[src/rtl/uart_pkg.sv]
// rtl/uart_pkg.sv - shared constants and types for the UART transmitter peripheral
//
// Holds the register offsets (decoded from addr[3:2]), the bit positions
// inside STATUS and CTRL, the transmitter state encoding and the reset
// baud divisor.
package uart_pkg;

  // Word offsets selected by addr[3:2]
  localparam logic [1:0] REG_TXDATA  = 2'd0;
  localparam logic [1:0] REG_STATUS  = 2'd1;
  localparam logic [1:0] REG_CTRL    = 2'd2;
  localparam logic [1:0] REG_BAUDDIV = 2'd3;

  // STATUS bit positions
  localparam int STAT_BUSY      = 0;
  localparam int STAT_FULL      = 1;
  localparam int STAT_EMPTY     = 2;
  localparam int STAT_OVF       = 3;
  localparam int STAT_COUNT_LSB = 8;

  // CTRL bit positions
  localparam int CTRL_TX_EN  = 0;
  localparam int CTRL_IRQ_EN = 1;

  // Reset baud divisor: 100 MHz / 115200 baud, in clk cycles per bit
  localparam int DEFAULT_DIV = 868;

  typedef enum logic [1:0] {
    ST_IDLE  = 2'd0,
    ST_START = 2'd1,
    ST_DATA  = 2'd2,
    ST_STOP  = 2'd3
  } tx_state_t;

endpackage

[src/rtl/uart_tx_fifo.sv]
// rtl/uart_tx_fifo.sv - synchronous TX byte FIFO with occupancy count
//
// Ports:
//   clk    in   clock, rising edge
//   rst    in   asynchronous active-low reset (FIFO empty)
//   push   in   write din at the tail
//   din    in   WIDTH data to push
//   pop    in   advance the head
//   dout   out  head entry, combinational
//   full   out  count == DEPTH
//   empty  out  count == 0
//   count  out  occupancy, 0..DEPTH
module uart_tx_fifo #(
  parameter int WIDTH = 8,
  parameter int DEPTH = 8
) (
  input  logic                     clk,
  input  logic                     rst,
  input  logic                     push,
  input  logic [WIDTH-1:0]         din,
  input  logic                     pop,
  output logic [WIDTH-1:0]         dout,
  output logic                     full,
  output logic                     empty,
  output logic [$clog2(DEPTH):0]   count
);

  localparam int AW = $clog2(DEPTH);
  localparam int CW = AW + 1;

  logic [WIDTH-1:0] mem [DEPTH];
  logic [AW-1:0]    wr_ptr;
  logic [AW-1:0]    rd_ptr;
  logic             do_push;
  logic             do_pop;

  assign full  = (count == CW'(DEPTH));
  assign empty = (count == '0);
  assign dout  = mem[rd_ptr];

  // A push into a full FIFO is still taken when the head leaves in the
  // same cycle; the freed slot is the one being written.
  assign do_pop  = pop && !empty;
  assign do_push = push && (!full || do_pop);

  always_ff @(posedge clk) begin
    if (do_push) begin
      mem[wr_ptr] <= din;
    end
  end

  always_ff @(posedge clk or negedge rst) begin
    if (!rst) begin
      wr_ptr <= '0;
      rd_ptr <= '0;
      count  <= '0;
    end else begin
      if (do_push) begin
        wr_ptr <= wr_ptr + AW'(1);
      end
      if (do_pop) begin
        rd_ptr <= rd_ptr + AW'(1);
      end
      case ({do_push, do_pop})
        2'b10:   count <= count + CW'(1);
        2'b01:   count <= count - CW'(1);
        default: count <= count;
      endcase
    end
  end

endmodule

[src/rtl/uart_tx_peripheral.sv]
// rtl/uart_tx_peripheral.sv - memory-mapped 8N1 UART transmitter with TX FIFO and irq
//
// Ports:
//   clk    in   clock, rising edge
//   rst    in   asynchronous active-low reset
//   addr   in   byte address; only addr[3:2] is decoded
//   wdata  in   store data
//   we     in   store strobe, one cycle per store
//   rdata  out  load data, combinational from addr[3:2]
//   txd    out  serial line, idle high, LSB first
//   irq    out  registered level interrupt: irq_en & fifo empty & idle
module uart_tx_peripheral #(
  parameter int FIFO_DEPTH  = 8,
  parameter int DEFAULT_DIV = uart_pkg::DEFAULT_DIV
) (
  input  logic        clk,
  input  logic        rst,
  input  logic [31:0] addr,
  input  logic [31:0] wdata,
  input  logic        we,
  output logic [31:0] rdata,
  output logic        txd,
  output logic        irq
);

  import uart_pkg::*;

  localparam int AW = $clog2(FIFO_DEPTH);
  localparam int CW = AW + 1;

  logic [1:0]    reg_off;
  logic          wr_txdata;
  logic          wr_status;
  logic          wr_ctrl;
  logic          wr_baud;

  logic          tx_en;
  logic          irq_en;
  logic          overflow;
  logic [15:0]   div;

  tx_state_t     state;
  tx_state_t     state_next;
  logic [15:0]   baud_cnt;
  logic [2:0]    bit_cnt;
  logic [7:0]    shift;
  logic          bit_end;
  logic          busy;

  logic          fifo_pop;
  logic          fifo_full;
  logic          fifo_empty;
  logic [7:0]    fifo_dout;
  logic [CW-1:0] fifo_count;

  // Address bits outside the decoded window and upper store bits are ignored.
  logic          unused_bits;
  assign unused_bits = ^{addr[31:4], addr[1:0], wdata[31:16]};

  assign reg_off   = addr[3:2];
  assign wr_txdata = we && (reg_off == REG_TXDATA);
  assign wr_status = we && (reg_off == REG_STATUS);
  assign wr_ctrl   = we && (reg_off == REG_CTRL);
  assign wr_baud   = we && (reg_off == REG_BAUDDIV);

  assign busy    = (state != ST_IDLE);
  assign bit_end = (baud_cnt == 16'd0);

  // A frame is only started from IDLE, so clearing tx_en lets the current
  // frame finish but stops further pops.
  assign fifo_pop = (state == ST_IDLE) && tx_en && !fifo_empty;

  uart_tx_fifo #(
    .WIDTH (8),
    .DEPTH (FIFO_DEPTH)
  ) u_fifo (
    .clk   (clk),
    .rst   (rst),
    .push  (wr_txdata),
    .din   (wdata[7:0]),
    .pop   (fifo_pop),
    .dout  (fifo_dout),
    .full  (fifo_full),
    .empty (fifo_empty),
    .count (fifo_count)
  );

  // Register file and interrupt flop
  always_ff @(posedge clk or negedge rst) begin
    if (!rst) begin
      tx_en    <= 1'b1;
      irq_en   <= 1'b0;
      div      <= 16'(DEFAULT_DIV);
      overflow <= 1'b0;
      irq      <= 1'b0;
    end else begin
      if (wr_ctrl) begin
        tx_en  <= wdata[CTRL_TX_EN];
        irq_en <= wdata[CTRL_IRQ_EN];
      end
      // A zero divisor would never end a bit; the fastest legal rate is 1.
      if (wr_baud) begin
        div <= (wdata[15:0] == 16'd0) ? 16'd1 : wdata[15:0];
      end
      if (wr_txdata && fifo_full && !fifo_pop) begin
        overflow <= 1'b1;
      end else if (wr_status && wdata[STAT_OVF]) begin
        overflow <= 1'b0;
      end
      irq <= irq_en && fifo_empty && !busy;
    end
  end

  // FSM state register
  always_ff @(posedge clk or negedge rst) begin
    if (!rst) begin
      state <= ST_IDLE;
    end else begin
      state <= state_next;
    end
  end

  // FSM next state
  always_comb begin
    state_next = state;
    case (state)
      ST_IDLE:  if (fifo_pop) state_next = ST_START;
      ST_START: if (bit_end) state_next = ST_DATA;
      ST_DATA:  if (bit_end && (bit_cnt == 3'd7)) state_next = ST_STOP;
      ST_STOP:  if (bit_end) state_next = ST_IDLE;
      default:  state_next = ST_IDLE;
    endcase
  end

  // Baud counter, bit counter and shift register. The divisor is sampled
  // only when a bit is entered, so a BAUDDIV write lands on the next bit.
  always_ff @(posedge clk or negedge rst) begin
    if (!rst) begin
      baud_cnt <= '0;
      bit_cnt  <= '0;
      shift    <= '0;
    end else if (state == ST_IDLE) begin
      if (fifo_pop) begin
        shift    <= fifo_dout;
        baud_cnt <= div - 16'd1;
        bit_cnt  <= '0;
      end
    end else if (bit_end) begin
      baud_cnt <= div - 16'd1;
      if (state == ST_DATA) begin
        shift   <= {1'b0, shift[7:1]};
        bit_cnt <= bit_cnt + 3'd1;
      end
    end else begin
      baud_cnt <= baud_cnt - 16'd1;
    end
  end

  // Line driven straight from state so reset returns it high immediately.
  always_comb begin
    txd = 1'b1;
    case (state)
      ST_START: txd = 1'b0;
      ST_DATA:  txd = shift[0];
      default:  txd = 1'b1;
    endcase
  end

  // Read mux
  always_comb begin
    rdata = '0;
    case (reg_off)
      REG_STATUS: begin
        rdata[STAT_BUSY]                = busy;
        rdata[STAT_FULL]                = fifo_full;
        rdata[STAT_EMPTY]               = fifo_empty;
        rdata[STAT_OVF]                 = overflow;
        rdata[STAT_COUNT_LSB +: CW]     = fifo_count;
      end
      REG_CTRL: begin
        rdata[CTRL_TX_EN]  = tx_en;
        rdata[CTRL_IRQ_EN] = irq_en;
      end
      REG_BAUDDIV: rdata[15:0] = div;
      default:     rdata = '0;
    endcase
  end

endmodule

[config.mk]
export PLATFORM = sky130hd
export DESIGN_NAME = uart_tx_peripheral
export DESIGN_NICKNAME = d
export VERILOG_FILES = /design/src/rtl/uart_pkg.sv /design/src/rtl/uart_tx_fifo.sv /design/src/rtl/uart_tx_peripheral.sv
export SDC_FILE = /design/constraint.sdc
export NUM_CORES = 1
export LEC_CHECK = 0
export ABC_AREA = 1
export CORE_MARGIN = 2
export CORE_UTILIZATION = 45
export CTS_CLUSTER_SIZE = 28
export DETAILED_ROUTE_END_ITERATION = 12
export PLACE_DENSITY_LB_ADDON = 0.2
export SYNTH_ARGS = -nofsm -noshare
export SYNTH_HDL_FRONTEND = slang
export SYNTH_HIERARCHICAL = 1
export SYNTH_SLANG_ARGS = --single-unit
export TNS_END_PERCENT = 30
[constraint.sdc]
create_clock -name clk -period 3.98 [get_ports clk]
set_clock_uncertainty 0.05 [all_clocks]
set_input_delay 0.796 -clock clk [delete_from_list [all_inputs] [get_ports clk]]
set_output_delay 0.796 -clock clk [all_outputs]
set_load 0.01 [all_outputs]
## Yosys cells after proc, flatten, opt, wreduce, memory -nomap -nowiden

Memories as Yosys holds them, arrays and structs flattened.
Index checks and enable logic that the tools add are counted.

- Reduce and logical (&&, ||, !) cells: 31
- Add/subtract/negate cells: 7
- Muxes and demuxes: 28
- Equal/unequal tests: 14

Operator list:

| kind | count |
|---|---|
| 2-to-1 mux 16 bit | 4 |
| zero test 16 bit | 2 |
| 2-to-1 mux 8 bit | 4 |
| subtractor 16 x 1 -> 16 bit, second input constant | 2 |
| case mux 4 bit (2 select lines) | 2 |
| logical AND 1 bit | 14 |
| 2-to-1 mux 3 bit | 4 |
| equality test 2 bit, second input constant | 5 |
| nonzero test 2 bit | 5 |
| adder 3 x 1 -> 3 bit, second input constant | 3 |
| 2-to-1 mux 2 bit | 4 |
| 2-to-1 mux 4 bit | 2 |
| != test 2 bit, second input constant | 4 |
| case mux 2 bit (4 select lines) | 1 |
| equality test 2 x 1 -> 1 bit, second input constant | 3 |
| case mux 2 bit (3 select lines) | 1 |
| adder 4 x 1 -> 4 bit, second input constant | 1 |
| equality test 4 bit, second input constant | 1 |
| zero test 1 bit | 4 |
| zero test 2 bit | 2 |
| zero test 4 bit | 1 |
| 2-to-1 mux 1 bit | 4 |
| case mux 2 bit (2 select lines) | 1 |
| AND reduction 4 bit | 1 |
| 5 further kinds | 5 |

- Output and inout bits: 34
- Memories kept: 1
- Word-level logic and storage cells: 93
- Register bits after elaboration: 59
- Bits of input ports: 67
- Memory bits (writable): 64

Memory list:

| memory | words | bits a word | read ports | clocked after memory_dff | wr ports | RTL line | text |
|---|---|---|---|---|---|---|---|
| u_fifo.mem | 8 | 8 | 1 | 0 | 1 | uart_tx_fifo.sv:31 | `logic [WIDTH-1:0] mem [DEPTH];` |

## Logic depth before layout (Yosys ltp)

- Depth in word-level cells: 8
- Mapped depth: 16
- Depth with buffers taken out: 16

## Cells and area by module

Netlist, hierarchy kept.

By module, submodules not included:

| module | seq. area each (µm²) | area an instance (µm²) | cells each | times used |
|---|---|---|---|---|
| uart_tx_peripheral | 1,233.7 | 3,338.2 | 460 | 1 |
| uart_tx_fifo | 2,172.1 | 3,126.7 | 254 | 1 |

## Worst setup path before layout

Ideal clock, no wire load.

- Path kind: input-to-reg
- Start point: input port we
- End point: register u_fifo.count[3]
- Arrival time: 2.520 ns
- Stages on the path: 12
- Buffers on the path: 0
- Setup time: 0.113 ns
- Path slack: 1.297 ns
- Data required time: 3.817 ns
- Cells stage by stage: inv_1 nor3_1 inv_1 nand3_1 inv_1 ha_1 a21oi_1 nand3_1 nand2_1 nand3_1 nand2_1 inv_1

- Longest elaborated chain between the ends: 4
- Elaborated cells between the ends (all ways): 6
- Those cells by class: eq/ne (2); mux (1); reduce/logical (3)

Ends and longest elaborated chain:

| what | RTL line | text |
|---|---|---|
| start: declaration | uart_tx_peripheral.sv:20 | `input logic we,` |
| logical AND 1 bit (*) | uart_tx_peripheral.sv:61 | `assign wr_txdata = we && (reg_off == REG_TXDATA);` |
| net wr_txdata | uart_tx_peripheral.sv:32 | `logic wr_txdata;` |
| logical AND 1 bit (*) | uart_tx_fifo.sv:44 | `assign do_push = push && (!full \|\| do_pop);` |
| equality test 2 x 1 -> 1 bit / equality test 2 bit (equally long branches) | uart_tx_fifo.sv:64 | `case ({do_push, do_pop})` |
| case mux 4 bit (2 select lines) / nonzero test 2 bit (equally long branches) | - |  |
| end signal: assignment | uart_tx_fifo.sv:65 | `2'b10: count <= count + CW'(1);` |
| end signal: assignment | uart_tx_fifo.sv:66 | `2'b01: count <= count - CW'(1);` |
| end signal: assignment | uart_tx_fifo.sv:67 | `default: count <= count;` |
| end: declaration | uart_tx_fifo.sv:25 | `output logic [$clog2(DEPTH):0] count` |

The timed path passes the listed nets; every way through them passes the cells marked *.
A chain may end at the register's enable or synchronous reset.

## Final worst setup path

- Start point: input port addr[3]
- End point: output port rdata[0]

- Longest elaborated chain between the ends: 2
- Elaborated cells between the ends (all ways): 4
- Those cells by class: eq/ne (3); mux (1)

Ends and longest elaborated chain:

| what | RTL line | text |
|---|---|---|
| start: declaration | uart_tx_peripheral.sv:18 | `input logic [31:0] addr,` |
| equality test 2 bit / equality test 2 x 1 -> 1 bit (equally long branches) | uart_tx_peripheral.sv:172 | `case (reg_off)` |
| case mux 2 bit (3 select lines) (*) | uart_tx_peripheral.sv:172 |  |
| end: declaration | uart_tx_peripheral.sv:21 | `output logic [31:0] rdata,` |

Mark *: on every way between the ends. The rest lies on a longest branch, timed or not.

==> results.ini <==
[status]
status = finished clean

[yosys]
synthXorXnorAreaFrac = 0.0298
synth-warning-count = 6
synth_flop_cell = edfxtp_1
synthAdderAreaFrac = 0.0302
synth-simple-area-share = 0.224
async_flop_share = 0.480
synth.cell_area_sq_um = 6460
yosys.cell_types.count = 38
synthMuxAreaShare = 0.0265
synth_compound_area_frac = 0.0881
synth_top_area_frac = 0.297
synth_top_area_cell = edfxtp_1
synth_top_family_by_area = simple AND/OR/NAND/NOR gates
seq_area_frac_synth = 0.527
synth_cells = 714
synthTopCellsByArea = edfxtp_1 30%, dfrtp_1 21%, nand2_1 9.8%
syn_area_per_cell_sq_um = 9.05
ys_ff_latch = 123
yosys.cell_count.top_type = nand2_1
synth_edf_count = 64
synth_commonest_cells = 168 x nand2_1, 97 x nor2_1, 64 x edfxtp_1

[power]
leakage_nw = 3.18
peakVddDrop_v = 0.000386
powerDensity_nw_per_um2 = 727
power_mw = 5.51

[cts]
cts_buffers = 17
cts_tree = built
clock_sinks = 123
clock_latency_ns = 0.41
hold_buffers = 0
clk_root_buffer_cell = clkbuf_16
h-tree-depth = 4
clk_pin_slew_ns = 0.06
clk_path_buf_depth = 2
ctsResizeCount = 0
post_cts_buffers = 0

[routing]
drc = 0
vias = 4912
ant_nets = 0
wire_per_inst_um = 14.9
wl_mm = 14.2
dr.pass1.iters = 5
viasPerCell = 5.15
drtIter0Drc = 436

[critical_path]
path_delay_family = buffers and inverters
critPathLaunchType = input port
worstPathRequired_ns = 3.13
r2r_cells = 8
rrSetupSlack_ns = 1.32
path_depth = 4
reg2reg_to = u_fifo/mem[2][5]
cp.buffers_inverters = 2
slowest_delay_ns = 0.58
path_common_cell = clkdlybuf4s50_1
crit_type = input port to output port
critPathArrivalTime_ns = 2.67
r2r_start = state[1]
critPathCapture = rdata[0]
startpoint = addr[3]
cp_max_fo = 17
cpMaxStageDelayCell = clkdlybuf4s50_1
crit_chain = clkdlybuf4s50_1 -> nand2_1 -> o221ai_1 -> clkdlybuf4s50_1
end_kind = output port

[placed_design]
place_hpwl_mm = 10.0
place_inst = 921
port_buffers = 38
finalWeightedCongestion = 0.937

[hold_path]
hold_path_startpoint = shift[4]
hold_path_class = flip-flop to flip-flop

[die]
io_pins = 101
fp.dieH_um = 124
initial_core_util = 0.464
core_sq_um = 13900
fp.dieArea_sq_um = 15300
num_rows = 43
die_w_um = 124

[timing]
setup_tns_ns = 0
period_needed_ns = 3.51
setup-violations-final = 0
fin_crit_sh = 0.883
worst_pin_slew_ns = 1.00
rsz0062_at_grt = false
finalMaxSlewViolations = 0
hold_viol = 0
max_clock_freq_mhz = 285
max_slew_margin = 0.330

[final_layout]
n_fill_cell = 1265
stdcell_count = 953
nNetsFinal = 842
n_antenna_cell = 0
final_layout_size_suffix_gt1_frac = 0.106
syn_to_final_growth_pct = 17.2
regArea_sq_um = 3410
multi_input_area_sq_um = 2640

[global_route]
overflow = 0
grt_pass1_vias = 4828
grt_max_degree = 36
grt_usage = 0.201
grt_pass1_wl_mm = 23.5
antenna_found_initial = 0

[job]
max-cap-violations = 0

## worst min path at each step
| stage | end | depth (start not counted) |
|---|---|---|
| after global routing | shift[4] | 2 |
| final | shift[4] | 2 |
| after CTS | shift[7] | 2 |
| after global placement | shift[7] | 2 |
| after floorplan | baud_cnt[0] | 2 |
| after detailed placement | shift[5] | 2 |
## layer usage
layer | up-vias | global-route usage | routed length (um)
met2 | 92 | 0.323 | 6980
met3 | 10 | 0.0513 | 509
met4 | 0 | 0.0582 | 119
met1 | 2375 | 0.271 | 6580
met5 | - | 0 | 0
li1 | 2435 | - | -
## flip-flops by register name, indices dropped and copies added, names as in the netlist, 3 cells and up
name / flops
u_fifo/rd_ptr: 3
bit_cnt: 3
shift: 8
baud_cnt: 16
u_fifo/count: 4
u_fifo/mem: 64
div: 16
u_fifo/wr_ptr: 3
## placed cells by master, fill, tap and decap left out, types with 3 or more instances in the layout
| cell | Yosys | final |
|---|---|---|
| a21oi_1 | 3 | 3 |
| buf_4 | 18 | 11 |
| bufinv_16 | 0 | 4 |
| clkbuf_16 | 0 | 17 |
| clkdlybuf4s50_1 | 0 | 37 |
| clkinvlp_4 | 0 | 4 |
| conb_1 | 1 | 16 |
| dfrtp_1 | 53 | 53 |
| dfstp_2 | 6 | 6 |
| edfxtp_1 | 64 | 64 |
| ha_1 | 14 | 14 |
| inv_1 | 56 | 56 |
| inv_2 | 3 | 3 |
| inv_6 | 0 | 4 |
| mux2i_1 | 16 | 16 |
| nand2_1 | 168 | 168 |
| nand2_2 | 5 | 5 |
| nand2_4 | 3 | 3 |
| nand3_1 | 48 | 48 |
| nand4_1 | 5 | 5 |
| nor2_1 | 97 | 97 |
| nor2_2 | 5 | 5 |
| nor3_1 | 7 | 7 |
| o211ai_1 | 8 | 8 |
| o21ai_0 | 56 | 56 |
| o21ai_1 | 5 | 5 |
| o21ai_2 | 11 | 11 |
| o22ai_1 | 10 | 10 |
| xnor2_1 | 5 | 5 |
| xor2_1 | 17 | 17 |
## cell type report
type                            instances  share of cell area
Clock inverter                         13              0.0251
Sequential cell                       123               0.450
Inverter                               60              0.0297
Tap cell                              180              0.0297
Clock buffer                           19              0.0571
Multi-Input combinational cell        509               0.348
Timing Repair Buffer                   49              0.0604
## through the flow
step | hold WS, ns | setup WS, ns | area, sq um | utilization
finish | 0.435 | 0.467 | 7580 | 0.544
global route | 0.466 | 0.299 | 7580 | 0.544
CTS | 0.438 | 0.480 | 7580 | 0.544
detailed placement | 0.421 | 0.502 | 6950 | 0.499
global placement | 0.413 | 0.485 | 6950 | 0.499
floorplan | 0.403 | 1.30 | 6520 | -
## worst register-to-register path, delay by kind of cell, from the launching register on
kind	cells	cell delay [ns]
fa+ha+maj	1	0.29
buf+inv	2	0.34
simple gates	5	1.20
flops	1	0.42
## cells by family after synthesis
logic type      Yosys count
fa+ha+maj                15
xor+xnor                 22
buf+inv                  97
compound gates           95
flops                   123
mux                      17
other cells               1
simple gates            344
## where the power goes
group / internal (mW) / leakage [nW] / total (mW) / switching (mW)
sequential: 1.61 / 1.29 / 1.92 / 0.314
combinational: 0.731 / 1.60 / 1.96 / 1.23
clock: 1.05 / 0.291 / 1.62 / 0.570
Note: power is estimated with default switching activity, not from simulation.
